==> src/rtl/dmem_pkg.sv <==
// Shared encodings for the data-memory access arbiter: access sizes, FSM states, owners.
package dmem_pkg;

    localparam logic [1:0] SZ_BYTE = 2'b00;
    localparam logic [1:0] SZ_HALF = 2'b01;
    localparam logic [1:0] SZ_BAD  = 2'b10;
    localparam logic [1:0] SZ_WORD = 2'b11;

    typedef enum logic [1:0] {
        StIdle,
        StAccess,
        StResp
    } state_e;

    typedef enum logic {
        OwnCpu,
        OwnDbg
    } owner_e;

    // Bytes touched by an access; the invalid encoding is rejected separately.
    function automatic logic [2:0] size_bytes(input logic [1:0] size);
        case (size)
            SZ_BYTE: size_bytes = 3'd1;
            SZ_HALF: size_bytes = 3'd2;
            default: size_bytes = 3'd4;
        endcase
    endfunction

endpackage

==> src/rtl/dmem_req_checker.sv <==
// Combinational fault decode for one requester: invalid size, misalignment, or a byte past the
// end of data memory.
module dmem_req_checker
    import dmem_pkg::*;
#(
    parameter int unsigned WORD_LEN      = 32,
    parameter int unsigned DATA_MEM_SIZE = 16
) (
    input  logic [1:0]          size,
    input  logic [WORD_LEN-1:0] addr,
    output logic                fault
);

    localparam int unsigned AW = WORD_LEN + 1;

    logic [AW-1:0] last_byte;
    logic          misaligned;
    logic          out_of_range;

    always_comb begin
        // One extra bit so an access near the top of the address space cannot wrap to 0.
        last_byte    = {1'b0, addr} + AW'(size_bytes(size)) - AW'(1);
        out_of_range = (last_byte >= AW'(DATA_MEM_SIZE));
        misaligned   = ((size == SZ_HALF) && addr[0]) ||
                       ((size == SZ_WORD) && (addr[1:0] != 2'b00));
        fault        = (size == SZ_BAD) || misaligned || out_of_range;
    end

endmodule

==> src/rtl/dmem_access_arbiter.sv <==
// Shares the single data-memory port between the CPU MEM stage and the debug unit.
// Fixed CPU priority with a starvation guard; faulting requests complete without an access.
module dmem_access_arbiter
    import dmem_pkg::*;
#(
    parameter int unsigned WORD_LEN      = 32,
    parameter int unsigned DATA_MEM_SIZE = 16,
    parameter int unsigned DBG_MAX_WAIT  = 8
) (
    input  logic                i_clk,
    input  logic                i_rst,

    input  logic                i_cpu_req,
    input  logic                i_cpu_we,
    input  logic [1:0]          i_cpu_size,
    input  logic                i_cpu_unsigned,
    input  logic [WORD_LEN-1:0] i_cpu_addr,
    input  logic [WORD_LEN-1:0] i_cpu_wdata,
    output logic                o_cpu_gnt,
    output logic                o_cpu_rvalid,
    output logic                o_cpu_err,
    output logic [WORD_LEN-1:0] o_cpu_rdata,

    input  logic                i_dbg_req,
    input  logic                i_dbg_we,
    input  logic [WORD_LEN-1:0] i_dbg_addr,
    input  logic [WORD_LEN-1:0] i_dbg_wdata,
    output logic                o_dbg_gnt,
    output logic                o_dbg_rvalid,
    output logic                o_dbg_err,
    output logic [WORD_LEN-1:0] o_dbg_rdata,

    output logic                o_mem_step,
    output logic                o_mem_we,
    output logic [1:0]          o_mem_size,
    output logic                o_mem_unsigned,
    output logic [WORD_LEN-1:0] o_mem_addr,
    output logic [WORD_LEN-1:0] o_mem_wdata,
    input  logic [WORD_LEN-1:0] i_mem_rdata
);

    localparam int unsigned     WaitW   = $clog2(DBG_MAX_WAIT + 1);
    localparam logic [WaitW-1:0] WaitMax = WaitW'(DBG_MAX_WAIT);

    state_e           state_q;
    owner_e           owner_q;
    logic [WaitW-1:0] wait_q;

    logic cpu_fault;
    logic dbg_fault;
    logic arb_phase;
    logic cpu_gnt;
    logic dbg_gnt;
    logic req_fault;

    dmem_req_checker #(
        .WORD_LEN      (WORD_LEN),
        .DATA_MEM_SIZE (DATA_MEM_SIZE)
    ) u_cpu_check (
        .size  (i_cpu_size),
        .addr  (i_cpu_addr),
        .fault (cpu_fault)
    );

    dmem_req_checker #(
        .WORD_LEN      (WORD_LEN),
        .DATA_MEM_SIZE (DATA_MEM_SIZE)
    ) u_dbg_check (
        .size  (SZ_WORD),
        .addr  (i_dbg_addr),
        .fault (dbg_fault)
    );

    always_comb begin
        // Grants are held off during reset so every output reads 0 while i_rst is low.
        arb_phase = i_rst && ((state_q == StIdle) || (state_q == StResp));
        cpu_gnt   = arb_phase && i_cpu_req && !(i_dbg_req && (wait_q == WaitMax));
        dbg_gnt   = arb_phase && i_dbg_req && !cpu_gnt;
        req_fault = dbg_gnt ? dbg_fault : cpu_fault;
    end

    assign o_cpu_gnt = cpu_gnt;
    assign o_dbg_gnt = dbg_gnt;

    always_ff @(posedge i_clk or negedge i_rst) begin
        if (!i_rst) begin
            state_q        <= StIdle;
            owner_q        <= OwnCpu;
            wait_q         <= '0;
            o_cpu_rvalid   <= 1'b0;
            o_cpu_err      <= 1'b0;
            o_cpu_rdata    <= '0;
            o_dbg_rvalid   <= 1'b0;
            o_dbg_err      <= 1'b0;
            o_dbg_rdata    <= '0;
            o_mem_step     <= 1'b0;
            o_mem_we       <= 1'b0;
            o_mem_size     <= '0;
            o_mem_unsigned <= 1'b0;
            o_mem_addr     <= '0;
            o_mem_wdata    <= '0;
        end else begin
            o_cpu_rvalid <= 1'b0;
            o_cpu_err    <= 1'b0;
            o_dbg_rvalid <= 1'b0;
            o_dbg_err    <= 1'b0;

            // Counts arbitration rounds debug has lost; ACCESS cycles hold the count.
            if (!i_dbg_req || dbg_gnt) begin
                wait_q <= '0;
            end else if (arb_phase && (wait_q != WaitMax)) begin
                wait_q <= wait_q + WaitW'(1);
            end

            unique case (state_q)
                StAccess: begin
                    state_q    <= StResp;
                    o_mem_step <= 1'b0;
                    o_mem_we   <= 1'b0;
                    if (owner_q == OwnDbg) begin
                        o_dbg_rvalid <= 1'b1;
                        o_dbg_rdata  <= o_mem_we ? '0 : i_mem_rdata;
                    end else begin
                        o_cpu_rvalid <= 1'b1;
                        o_cpu_rdata  <= o_mem_we ? '0 : i_mem_rdata;
                    end
                end
                default: begin
                    state_q <= StIdle;
                    if (cpu_gnt || dbg_gnt) begin
                        owner_q        <= dbg_gnt ? OwnDbg : OwnCpu;
                        o_mem_size     <= dbg_gnt ? SZ_WORD : i_cpu_size;
                        o_mem_unsigned <= dbg_gnt ? 1'b0 : i_cpu_unsigned;
                        o_mem_addr     <= dbg_gnt ? i_dbg_addr : i_cpu_addr;
                        o_mem_wdata    <= dbg_gnt ? i_dbg_wdata : i_cpu_wdata;
                        if (req_fault) begin
                            state_q <= StResp;
                            if (dbg_gnt) begin
                                o_dbg_rvalid <= 1'b1;
                                o_dbg_err    <= 1'b1;
                                o_dbg_rdata  <= '0;
                            end else begin
                                o_cpu_rvalid <= 1'b1;
                                o_cpu_err    <= 1'b1;
                                o_cpu_rdata  <= '0;
                            end
                        end else begin
                            state_q    <= StAccess;
                            o_mem_step <= 1'b1;
                            o_mem_we   <= dbg_gnt ? i_dbg_we : i_cpu_we;
                        end
                    end
                end
            endcase
        end
    end

endmodule

==> config.mk <==
export PLATFORM = sky130hd
export DESIGN_NAME = dmem_access_arbiter
export DESIGN_NICKNAME = d
export VERILOG_FILES = /design/src/rtl/dmem_pkg.sv /design/src/rtl/dmem_req_checker.sv /design/src/rtl/dmem_access_arbiter.sv
export SDC_FILE = /design/constraint.sdc
export NUM_CORES = 1
export LEC_CHECK = 0
export ABC_CLOCK_PERIOD_IN_PS = 6900
export BUFFER_PORTS_ARGS = -buffer_cell sky130_fd_sc_hd__buf_2
export CAP_MARGIN = 20
export CORE_ASPECT_RATIO = 1.5
export CORE_MARGIN = 4
export CORE_UTILIZATION = 30
export CTS_BUF_LIST = sky130_fd_sc_hd__clkbuf_16
export CTS_CLUSTER_DIAMETER = 80
export DETAILED_ROUTE_END_ITERATION = 16
export PLACE_DENSITY = 0.61
export SYNTH_ARGS = -nofsm -noshare
export SYNTH_HDL_FRONTEND = slang
export SYNTH_SLANG_ARGS = --single-unit
export TNS_END_PERCENT = 1
==> constraint.sdc <==
create_clock -name i_clk -period 6.9 [get_ports i_clk]
set_input_delay 0.69 -clock i_clk [delete_from_list [all_inputs] [get_ports i_clk]]
set_output_delay 0.69 -clock i_clk [all_outputs]
set_load 0.01 [all_outputs]
# Yosys cells after proc, flatten, opt, wreduce, memory -nomap -nowiden
# Cells that the tools add are included.
# word_totals
regBits	144
output_inout_bits	139
# op_classes
add_sub_neg	5
n_lt_le_gt_ge	2
eq_ne	11
n_mux	41
n_bitwise	1
reduce_logical	31
# ops
operator	n
32-bit 2-to-1 mux	13
33-bit by 5-bit greater-or-equal comparator with 1-bit output (second input constant)	2
33-bit by 1-bit subtractor with 33-bit output (second input constant)	2
32-bit by 3-bit adder with 33-bit output	1
32-bit by 3-bit adder with 33-bit output (second input constant)	1
1-bit 2-to-1 mux	21
2-bit nonzero test	6
1-bit logical AND	9
2-bit 2-to-1 mux	4
4-bit 2-to-1 mux	2
4-bit AND reduction	2
1-bit logical OR	7
2-bit == test (second input constant)	3
3-bit one-hot mux with 2 select lines	1
4-bit by 1-bit adder with 4-bit output (second input constant)	1
2-bit by 1-bit == test with 1-bit output (second input constant)	2
4-bit == test (second input constant)	1
2-bit logical NOT	2
2-bit by 1-bit inequality test with 1-bit output (second input constant)	2
2-bit inequality test (second input constant)	2
4-bit inequality test (second input constant)	1
2-bit AND reduction	2
1-bit logical NOT	3
1-bit inverter	1

# Depth between registers and ports, before layout
# Gate-level depths: netlist of run 1.
# logic_depth
depth_word	11
ltp_mapped	17

# By module
# A second synthesis of run 1 with hierarchy kept.
# hier_totals
hier_cells	1296
area_unflattened_um2	10437.5
# by_module_without_submodules
module	n_inst	cells_each	area_per_inst_um2	seq_area_each_um2
dmem_access_arbiter	1	632	6118.4	3603.5
dmem_req_checker	2	332	2159.6	0.0

# Least setup slack after synthesis of run 1
# OpenSTA, ideal clock, no wires.
# synth_path
kind	input to register
startpoint	input i_cpu_size[0]
endpoint	register o_cpu_rdata[15]
setup_ns	0.069
arrival_ns	3.900
required_ns	6.831
path_slack_ns	2.931
path_stages	16
n_path_buf	1
cell_sequence	or2_2 ha_1 inv_1 ha_1 inv_1 fa_1 nor2b_1 o211ai_1 o2bb2ai_1 a211oi_2 o21a_1 o21ai_0 a2111oi_2 buf_2 nand4_1 nand3_1
# synth_between
elab_chain_cells	9
elab_cells_between_ends	16
classes_between	2 x add/sub; 1 x order compare; 3 x eq/ne; 2 x mux; 8 x reduce/logical
# synth_rtl
element	line	source
start, declared	dmem_access_arbiter.sv:15	input logic [1:0] i_cpu_size,
2-bit by 1-bit == test with 1-bit output / 2-bit logical NOT (equally long branches)	dmem_pkg.sv:22, dmem_req_checker.sv:24	
3-bit one-hot mux with 2 select lines	dmem_pkg.sv:22	case (size)
32-bit by 3-bit adder with 33-bit output	dmem_req_checker.sv:22	last_byte = {1'b0, addr} + AW'(size_bytes(size)) - AW'(1);
33-bit by 1-bit subtractor with 33-bit output	dmem_req_checker.sv:22	
33-bit by 5-bit greater-or-equal comparator with 1-bit output	dmem_req_checker.sv:23	out_of_range = (last_byte >= AW'(DATA_MEM_SIZE));
1-bit logical OR *	dmem_req_checker.sv:26	fault = (size == SZ_BAD) || misaligned || out_of_range;
1-bit 2-to-1 mux *	dmem_access_arbiter.sv:79	req_fault = dbg_gnt ? dbg_fault : cpu_fault;
2-bit nonzero test (no source line) *	n/a	
4-bit AND reduction (no source line) *	n/a	
end signal, assigned	dmem_access_arbiter.sv:125	o_cpu_rdata <= o_mem_we ? '0 : i_mem_rdata;
end, declared	dmem_access_arbiter.sv:22	output logic [WORD_LEN-1:0] o_cpu_rdata,
# Mark *: on every way between the ends. The rest lies on a longest branch, timed or not.
# A chain may end at the register's enable or synchronous reset.

# Worst setup path after layout of run 1
# layout_path
startpoint	input i_cpu_size[0]
endpoint	register state_q[1]
# layout_between
elab_chain_cells	10
elab_cells_between_ends	17
classes_between	2 x add/sub; 1 x order compare; 3 x eq/ne; 5 x mux; 6 x reduce/logical
# layout_rtl
element	line	source
2-bit by 1-bit == test with 1-bit output / 2-bit logical NOT (equally long branches)	dmem_pkg.sv:22, dmem_req_checker.sv:24	
3-bit one-hot mux with 2 select lines	dmem_pkg.sv:22	
32-bit by 3-bit adder with 33-bit output	dmem_req_checker.sv:22	
33-bit by 1-bit subtractor with 33-bit output	dmem_req_checker.sv:22	
33-bit by 5-bit greater-or-equal comparator with 1-bit output	dmem_req_checker.sv:23	
1-bit logical OR *	dmem_req_checker.sv:26	
1-bit 2-to-1 mux *	dmem_access_arbiter.sv:79	
2-bit 2-to-1 mux *	dmem_access_arbiter.sv:136	if (req_fault) begin
2-bit 2-to-1 mux *	dmem_access_arbiter.sv:130	if (cpu_gnt || dbg_gnt) begin
2-bit 2-to-1 mux *	dmem_access_arbiter.sv:115	unique case (state_q)
end signal, assigned	dmem_access_arbiter.sv:117	state_q <= StResp;
end signal, assigned	dmem_access_arbiter.sv:129	state_q <= StIdle;
end signal, assigned	dmem_access_arbiter.sv:137	state_q <= StResp;
end, declared	dmem_access_arbiter.sv:45	state_e state_q;
# Marks and branches as above.

==> results of run 1 <==
[synthesized netlist by cell type (4+ instances only)]
cell type and number:
ha_1 36, mux2i_1 70, nor2b_1 6, o31ai_1 6
nor3b_1 4, nor2_1 30, nand4_1 51, a211oi_1 6
a21oi_1 38, xnor2_1 6, clkbuf_1 43, nor4_1 7
o21ai_1 6, nand2_1 183, inv_1 57, o211a_1 4
dfrtp_1 144, a21boi_0 6, o21a_1 8, o211ai_1 9
buf_1 7, and3_1 9, a31oi_1 7, mux2_2 34
a2111oi_0 4, nor3_1 16, a21o_1 18, nand2b_1 6
and2_1 68, xor2_1 5, o2111ai_1 4, or3_1 4
o21ai_0 109, nand3_1 52, buf_2 15
[cell families after synthesis]
logic type | Yosys count | share of synthesized area, %
compound gates | 268 | 17.5
flops | 144 | 36.8
xor+xnor | 11 | 0.984
buf+inv | 125 | 5.22
mux | 104 | 11.1
simple gates | 455 | 23.6
fa+ha+maj | 37 | 4.81
[where the power goes]
group	switching, W	internal [W]	leakage [nW]	total (W)
clock	0.000392	0.000603	0.308	0.000995
combinational	0.000374	0.000228	3.93	0.000602
sequential	0.0000346	0.000910	1.89	0.000945
total	0.000800	0.00174	6.12	0.00254
[final timing paths]
check,to,start,depth (start not counted),slack [ns]
max in group asynchronous,o_mem_addr[15],i_rst,2,5.66
max reg2reg,o_mem_we,wait_q[0],11,4.10
min,o_mem_addr[31],i_rst,1,0.15
min reg2reg,o_mem_wdata[20],o_mem_wdata[20],2,0.47
max,state_q[1],i_cpu_size[0],17,2.69
min in group i_clk,o_mem_wdata[20],o_mem_wdata[20],2,0.47
[per-layer routing]
metal,vias up,routed length (microns),GRT usage (%)
met5,-,13,0
met4,2,1340,8.24
met3,68,1840,4.15
met2,317,17600,32.7
met1,4622,13300,21.6
li1,4660,-,-
[worst register-to-register path, stage by stage (launching register included)]
cell and delay, ns:
dfrtp_1 0.41, inv_1 0.06, ha_1 0.19, nand4b_1 0.16, nand2_1 0.10, nand3_1 0.13, clkinv_2 0.47, buf_12 0.44
nor3_1 0.28, a31oi_1 0.05, nand4b_1 0.19, o211a_1 0.22
[metrics by stage]
step	instance area, sq um	utilization [%]	hold WS, ns
6_report	12300	38.5	0.153
5_1_grt	12300	38.5	0.173
4_1_cts	12300	38.4	0.151
3_5_place_dp	11700	36.5	0.464
3_3_place_gp	11700	36.5	0.460
2_1_floorplan	9790	-	0.394
[final cells by class]
class | count | share of cell area [%]
Inverter | 57 | 1.74
Clock buffer | 17 | 3.45
Antenna cell | 1 | 0.0203
Sequential cell | 144 | 29.2
Clock inverter | 15 | 1.56
Timing Repair Buffer | 322 | 13.7
Multi-Input combinational cell | 875 | 46.2
Tap cell | 410 | 4.16
[flip-flops by register name (all words and copies together), names as in the netlist, 2 cells and up]
signal / flops
o_mem_size: 2
wait_q: 4
o_dbg_rdata: 32
o_cpu_rdata: 32
o_mem_wdata: 32
o_mem_addr: 32
state_q: 2
==> key figures, run 1 <==
Run status
  • Status: finished clean

Clock tree
  • Cts hold-fix bufs: 0
  • CTS Buf Count: 17
  • H-Tree Depth: 4
  • Clock buffer depth: 2
  • CTS root buf: clkbuf_16
  • CTS sink cnt: 144
  • Clock slew at reported path FFs: 0.06 ns
  • CTS tree: done
  • Post_cts resized: 0
  • Post CTS Setup Buffer Count: 0
  • Clock Latency Late Sink: 0.45 ns

Layout
  • Share of layout cells above drive strength 1: 28.2%
  • Commonest non-fill, non-tap cell in the layout: buf_2
  • Post-route insts no fill: 1841
  • Reg area: 0.00360 sq mm
  • Filler cells: 3310
  • Commonest non-fill, non-tap cells in the layout: buf_2, nand2_1, dfrtp_1, o21ai_0, mux2i_1
  • Multi-input logic area: 0.00570 sq mm
  • Layout Nets: 1623
  • Synth-to-layout area growth: 26.1%

Die
  • Die Footprint: 0.0356 sq mm
  • Starting Density: 30.6%
  • FP Rows: 80
  • Chip height: 229 microns
  • Core area: 0.0320 sq mm
  • I/O pin count: 308
  • Die width: 155 microns

Critical path
  • Worst Path Buf+Inv: 4
  • Data required time of the worst path: 7.21 ns
  • Crit end category: flop
  • Startpoint types: input pin
  • Critical-path top delay cell: a211oi_2
  • Crit-path cells: buf_2 > or2_2 > ha_1 > inv_1 > ha_1 > inv_1 > fa_1 > nor2b_1 > o211ai_1 > o2bb2ai_1 > a211oi_2 > o21a_1 > o21ai_0 > a2111oi_4 > buf_4 > and3_1 > o21ai_0
  • Arrival @ worst endpoint: 4.52 ns
  • Critical Path Max Stage Delay: 0.44 ns
  • Critical path peak fanout: 36
  • Crit path kind: input pin to flop
  • Kind of cell adding the most delay to the critical path: compound AO/OA/AOI/OAI gates

Placement
  • Port buffer count: 307
  • Hpwl dp: 26600 microns
  • Dpl cells: 1807
  • Worst slack, placed: 2.24 ns
  • Gp weighted congestion: 0.937

Synth
  • Post-synth EDFFs: 0
  • Synth area leader: dfrtp_1
  • Dominant cells by area after synthesis: dfrtp_1, mux2i_1, nand2_1, o21ai_0, ha_1
  • Syn_nets: 1350
  • Async SR Flop Fraction: 100%
  • Number of synthesized register bits: 144
  • Sequential fraction of the synthesis area: 36.8%
  • Synthesis warning total: 0
  • Post-synth top area share: 36.8%
  • Ys flop type: dfrtp_1
  • Synth Area per Inst: 8.55 sq um
  • Mapped Area: 0.00979 sq mm
  • Yosys cell types: 76
  • Synth Instances: 1144

STA
  • Fmax achieved: 238 MHz
  • Final setup viols: 0
  • Final Hold Viols: 0
  • Worst slew pin tran: 0.941 ns
  • Setup TNS: 0 ns
  • Max Slew Vio Count: 0
  • Clk_skew: 0.0134 ns
  • Unrepaired setup endpoints after global routing: false
  • Final WS setup: 2.69 ns
  • Relative slew slack: 37.3%
  • Fin crit share: 61.0%
  • Fin crit period: 4.21 ns

Pwr
  • Pwr dens: 206 mW/mm^2
  • Total power: 0.00254 W
  • Worst IR Drop VDD: 173 uV
  • Leakage: 6.12 nW

GRT
  • Largest net degree at the start of global routing: 111
  • Initial antenna violation count: 2
  • First-pass GRT wire length: 52600 microns
  • Number of global-route vias before repair: 9433
  • Gr ovfl total: 0
  • GRT Overall Usage: 18.7%

Route
  • Via count: 9669
  • Via-to-Cell Ratio: 5.25
  • 1st-pass router iterations: 5
  • Routed WL: 34100 microns
  • Wire length per cell: 18.5 microns
  • DRC Markers: 0
  • Final ANT Viol Nets: 0
  • DR iter-0 viols: 589

Job
  • Max_cap viols: 0

Hold path
  • Worst hold path class: input pin to async pin
(Power assumes the default switching activity.)
==> run 2, diff against run 1 <==
--- a/config.mk
+++ b/config.mk
@@ -5,7 +5,7 @@
 export SDC_FILE = /design/constraint.sdc
 export NUM_CORES = 1
 export LEC_CHECK = 0
-export ABC_CLOCK_PERIOD_IN_PS = 6900
+export ABC_CLOCK_PERIOD_IN_PS = 4300
 export BUFFER_PORTS_ARGS = -buffer_cell sky130_fd_sc_hd__buf_2
 export CAP_MARGIN = 20
 export CORE_ASPECT_RATIO = 1.5
==> constraint.sdc (replaced) <==
create_clock -name i_clk -period 4.3 [get_ports i_clk]
set_input_delay 0.43 -clock i_clk [delete_from_list [all_inputs] [get_ports i_clk]]
set_output_delay 0.43 -clock i_clk [all_outputs]
set_load 0.01 [all_outputs]
==> run 2 against run 1 <==
Sequential share of layout area shrank 0.065 points; sequential power grew 61%; non-clock buffer count grew 6; final area grew 0.22%; first-iteration DRC count shrank 9.0%; critical endpoint unchanged; combinational power grew 62%; total power grew 56%; clock power grew 49%; die area is the same; global-route usage grew 0.18 points; core utilization grew 0.086 points.
==> key figures, run 2 (synthesized netlist as in run 1, its figures left out) <==
Run status
  • Status: finished clean

Clock tree
  • Clock slew at reported path FFs: 0.06 ns
  • Post CTS Setup Buffer Count: 0
  • CTS tree: done
  • CTS root buf: clkbuf_16
  • Clock Latency Late Sink: 0.44 ns
  • Clock buffer depth: 2
  • H-Tree Depth: 4
  • CTS sink cnt: 144
  • CTS Buf Count: 17

STA
  • Unrepaired setup endpoints after global routing: false
  • Clk_skew: 0.0131 ns
  • Fin crit period: 3.77 ns
  • Final setup viols: 0
  • Final hold slack: 0.250 ns
  • Fmax achieved: 265 MHz
  • Setup TNS: 0 ns
  • Max Slew Vio Count: 0
  • Final Hold Viols: 0
  • Fin crit share: 87.8%
  • Relative slew slack: 36.2%
  • Worst slew pin tran: 0.957 ns

Critical path
  • Data required time of the worst path: 4.59 ns
  • Critical Path Max Stage Delay: 0.36 ns
  • Arrival @ worst endpoint: 4.06 ns
  • R2r setup slk: 1.56 ns
  • Worst Path Buf+Inv: 4
  • Crit path kind: input pin to flop
  • Critical path peak fanout: 36
  • Startpoint types: input pin
  • Kind of cell adding the most delay to the critical path: simple AND/OR/NAND/NOR gates
  • Crit-path cells: buf_2 > or2_2 > ha_1 > inv_1 > ha_1 > inv_1 > fa_1 > nor2b_1 > o2111a_1 > o2111ai_1 > a32o_1 > nor4_1 > nand4bb_1 > nor4_4 > buf_12 > and3_1 > o21ai_0
  • Crit end category: flop
  • Critical-path top delay cell: nor4_4

Die
  • Die Footprint: 0.0356 sq mm
  • Die width: 155 microns
  • Starting Density: 30.6%
  • Core area: 0.0320 sq mm
  • FP Rows: 80
  • I/O pin count: 308
  • Chip height: 229 microns

Pwr
  • Worst IR Drop VDD: 201 uV
  • NetSw: 0.00129 W
  • Clk pwr share: 37.2%
  • Sw Ratio: 32.4%
  • Logic pwr share: 24.6%
  • Flop pwr share: 38.2%
  • Leakage: 6.13 nW
  • Pwr dens: 321 mW/mm^2
  • Internal: 0.00268 W

Job
  • Max_cap viols: 0

GRT
  • Largest net degree at the start of global routing: 112
  • Initial antenna violation count: 4
  • Number of global-route vias before repair: 9675
  • First-pass GRT wire length: 53300 microns
  • GRT Overall Usage: 18.8%
  • Gr ovfl total: 0

Placement
  • Gp weighted congestion: 0.923
  • Port buffer count: 307
  • Dpl cells: 1812
  • Hpwl dp: 26900 microns

Route
  • 1st-pass router iterations: 5
  • Via-to-Cell Ratio: 5.29
  • Final ANT Viol Nets: 0
  • Via count: 9776
  • DR iter-0 viols: 536
  • DRC Markers: 0
  • Routed WL: 34600 microns
  • Wire length per cell: 18.7 microns

Layout
  • Synth-to-layout area growth: 26.3%
  • Share of layout cells above drive strength 1: 28.5%
  • Commonest non-fill, non-tap cell in the layout: buf_2
  • Post-route insts no fill: 1848
  • Post-layout util: 38.6%
  • Layout Nets: 1629
  • Commonest non-fill, non-tap cells in the layout: buf_2, nand2_1, dfrtp_1, o21ai_0, mux2i_1

Hold path
  • Worst hold path class: input pin to flop
[run 2: cell types whose count changed in the layout (fill, tap and decap cells not counted), sizes merged]
cell         before  now
bufinv            4    2
clkinv            7    8
inv              60   59
buf             322  327
clkinvlp          1    3
diode             1    2
dlygate4sd3       0    1
[run 2: power by group through the flow]
| stage | Sequential (W) | Clock [W] | Combinational [W] |
|---|---|---|---|
| floorplan | 0.00159 | 0 | 0.000495 |
| global placement | 0.00154 | 0 | 0.000965 |
| detailed placement | 0.00154 | 0 | 0.000976 |
| CTS | 0.00152 | 0.00153 | 0.000980 |
| global route | 0.00153 | 0.00158 | 0.00107 |
| finish | 0.00152 | 0.00148 | 0.000978 |
[run 2: worst paths after layout]
check                                      from               to  depth (start not counted)
worst max-delay path              i_cpu_size[0]       state_q[1]                         17
worst min-delay path             i_cpu_unsigned   o_mem_unsigned                          3
worst max register to register        wait_q[0]  o_mem_wdata[23]                          9
worst min register to register  o_mem_wdata[15]  o_mem_wdata[15]                          2
max in group asynchronous                 i_rst   o_mem_addr[29]                          3
min in group asynchronous                 i_rst  o_mem_wdata[31]                          2
[run 2: repair_timing]
item | 4_1_cts | 5_1_grt
endpoints found under the hold margin | 39 | 0
hold buffers | 1 | 0
resized for setup | 0 | 0
endpoints found under the setup margin | 0 | 0
[run 2: area by class of cell]
cell class | count | area, sq um
inverters | 57 | 215
fillers | 3304 | 19700
flip-flops and latches | 144 | 3600
multi-input cells | 875 | 5700
diodes | 2 | 5.00
repair buffers | 328 | 1760
well taps | 410 | 513
clock buffers | 17 | 425
clock inverters | 15 | 145
[run 2: worst reg2reg max path: cells and delay by family (launching register included)]
family	cells	cell delay, ns
AO/OA/AOI/OAI	1	0.14
AND/OR/NAND/NOR	3	0.42
adder cells (fa/ha/maj)	1	0.15
buffers and inverters	3	1.02
flip-flops	1	0.42
multiplexers	1	0.43
[run 2: per-layer routing]
layer  global-route usage, %  up-vias  share of wire (%)
met5                       0        -              0.078
met3                    3.64       74                4.5
met2                    33.4      274                 52
li1                        -     4685                  -
met4                    7.83        4                3.7
met1                    22.0     4739                 40
[run 2: through the flow]
stage / area (sq um) / total power, W / setup WS [ns]
after floorplan: 9790 / 0.00208 / 0.591
after global placement: 11800 / 0.00250 / 0.131
after detailed placement: 11800 / 0.00252 / 0.0791
after CTS: 12300 / 0.00402 / 0.555
after global routing: 12400 / 0.00418 / 0.294
final: 12400 / 0.00397 / 0.526
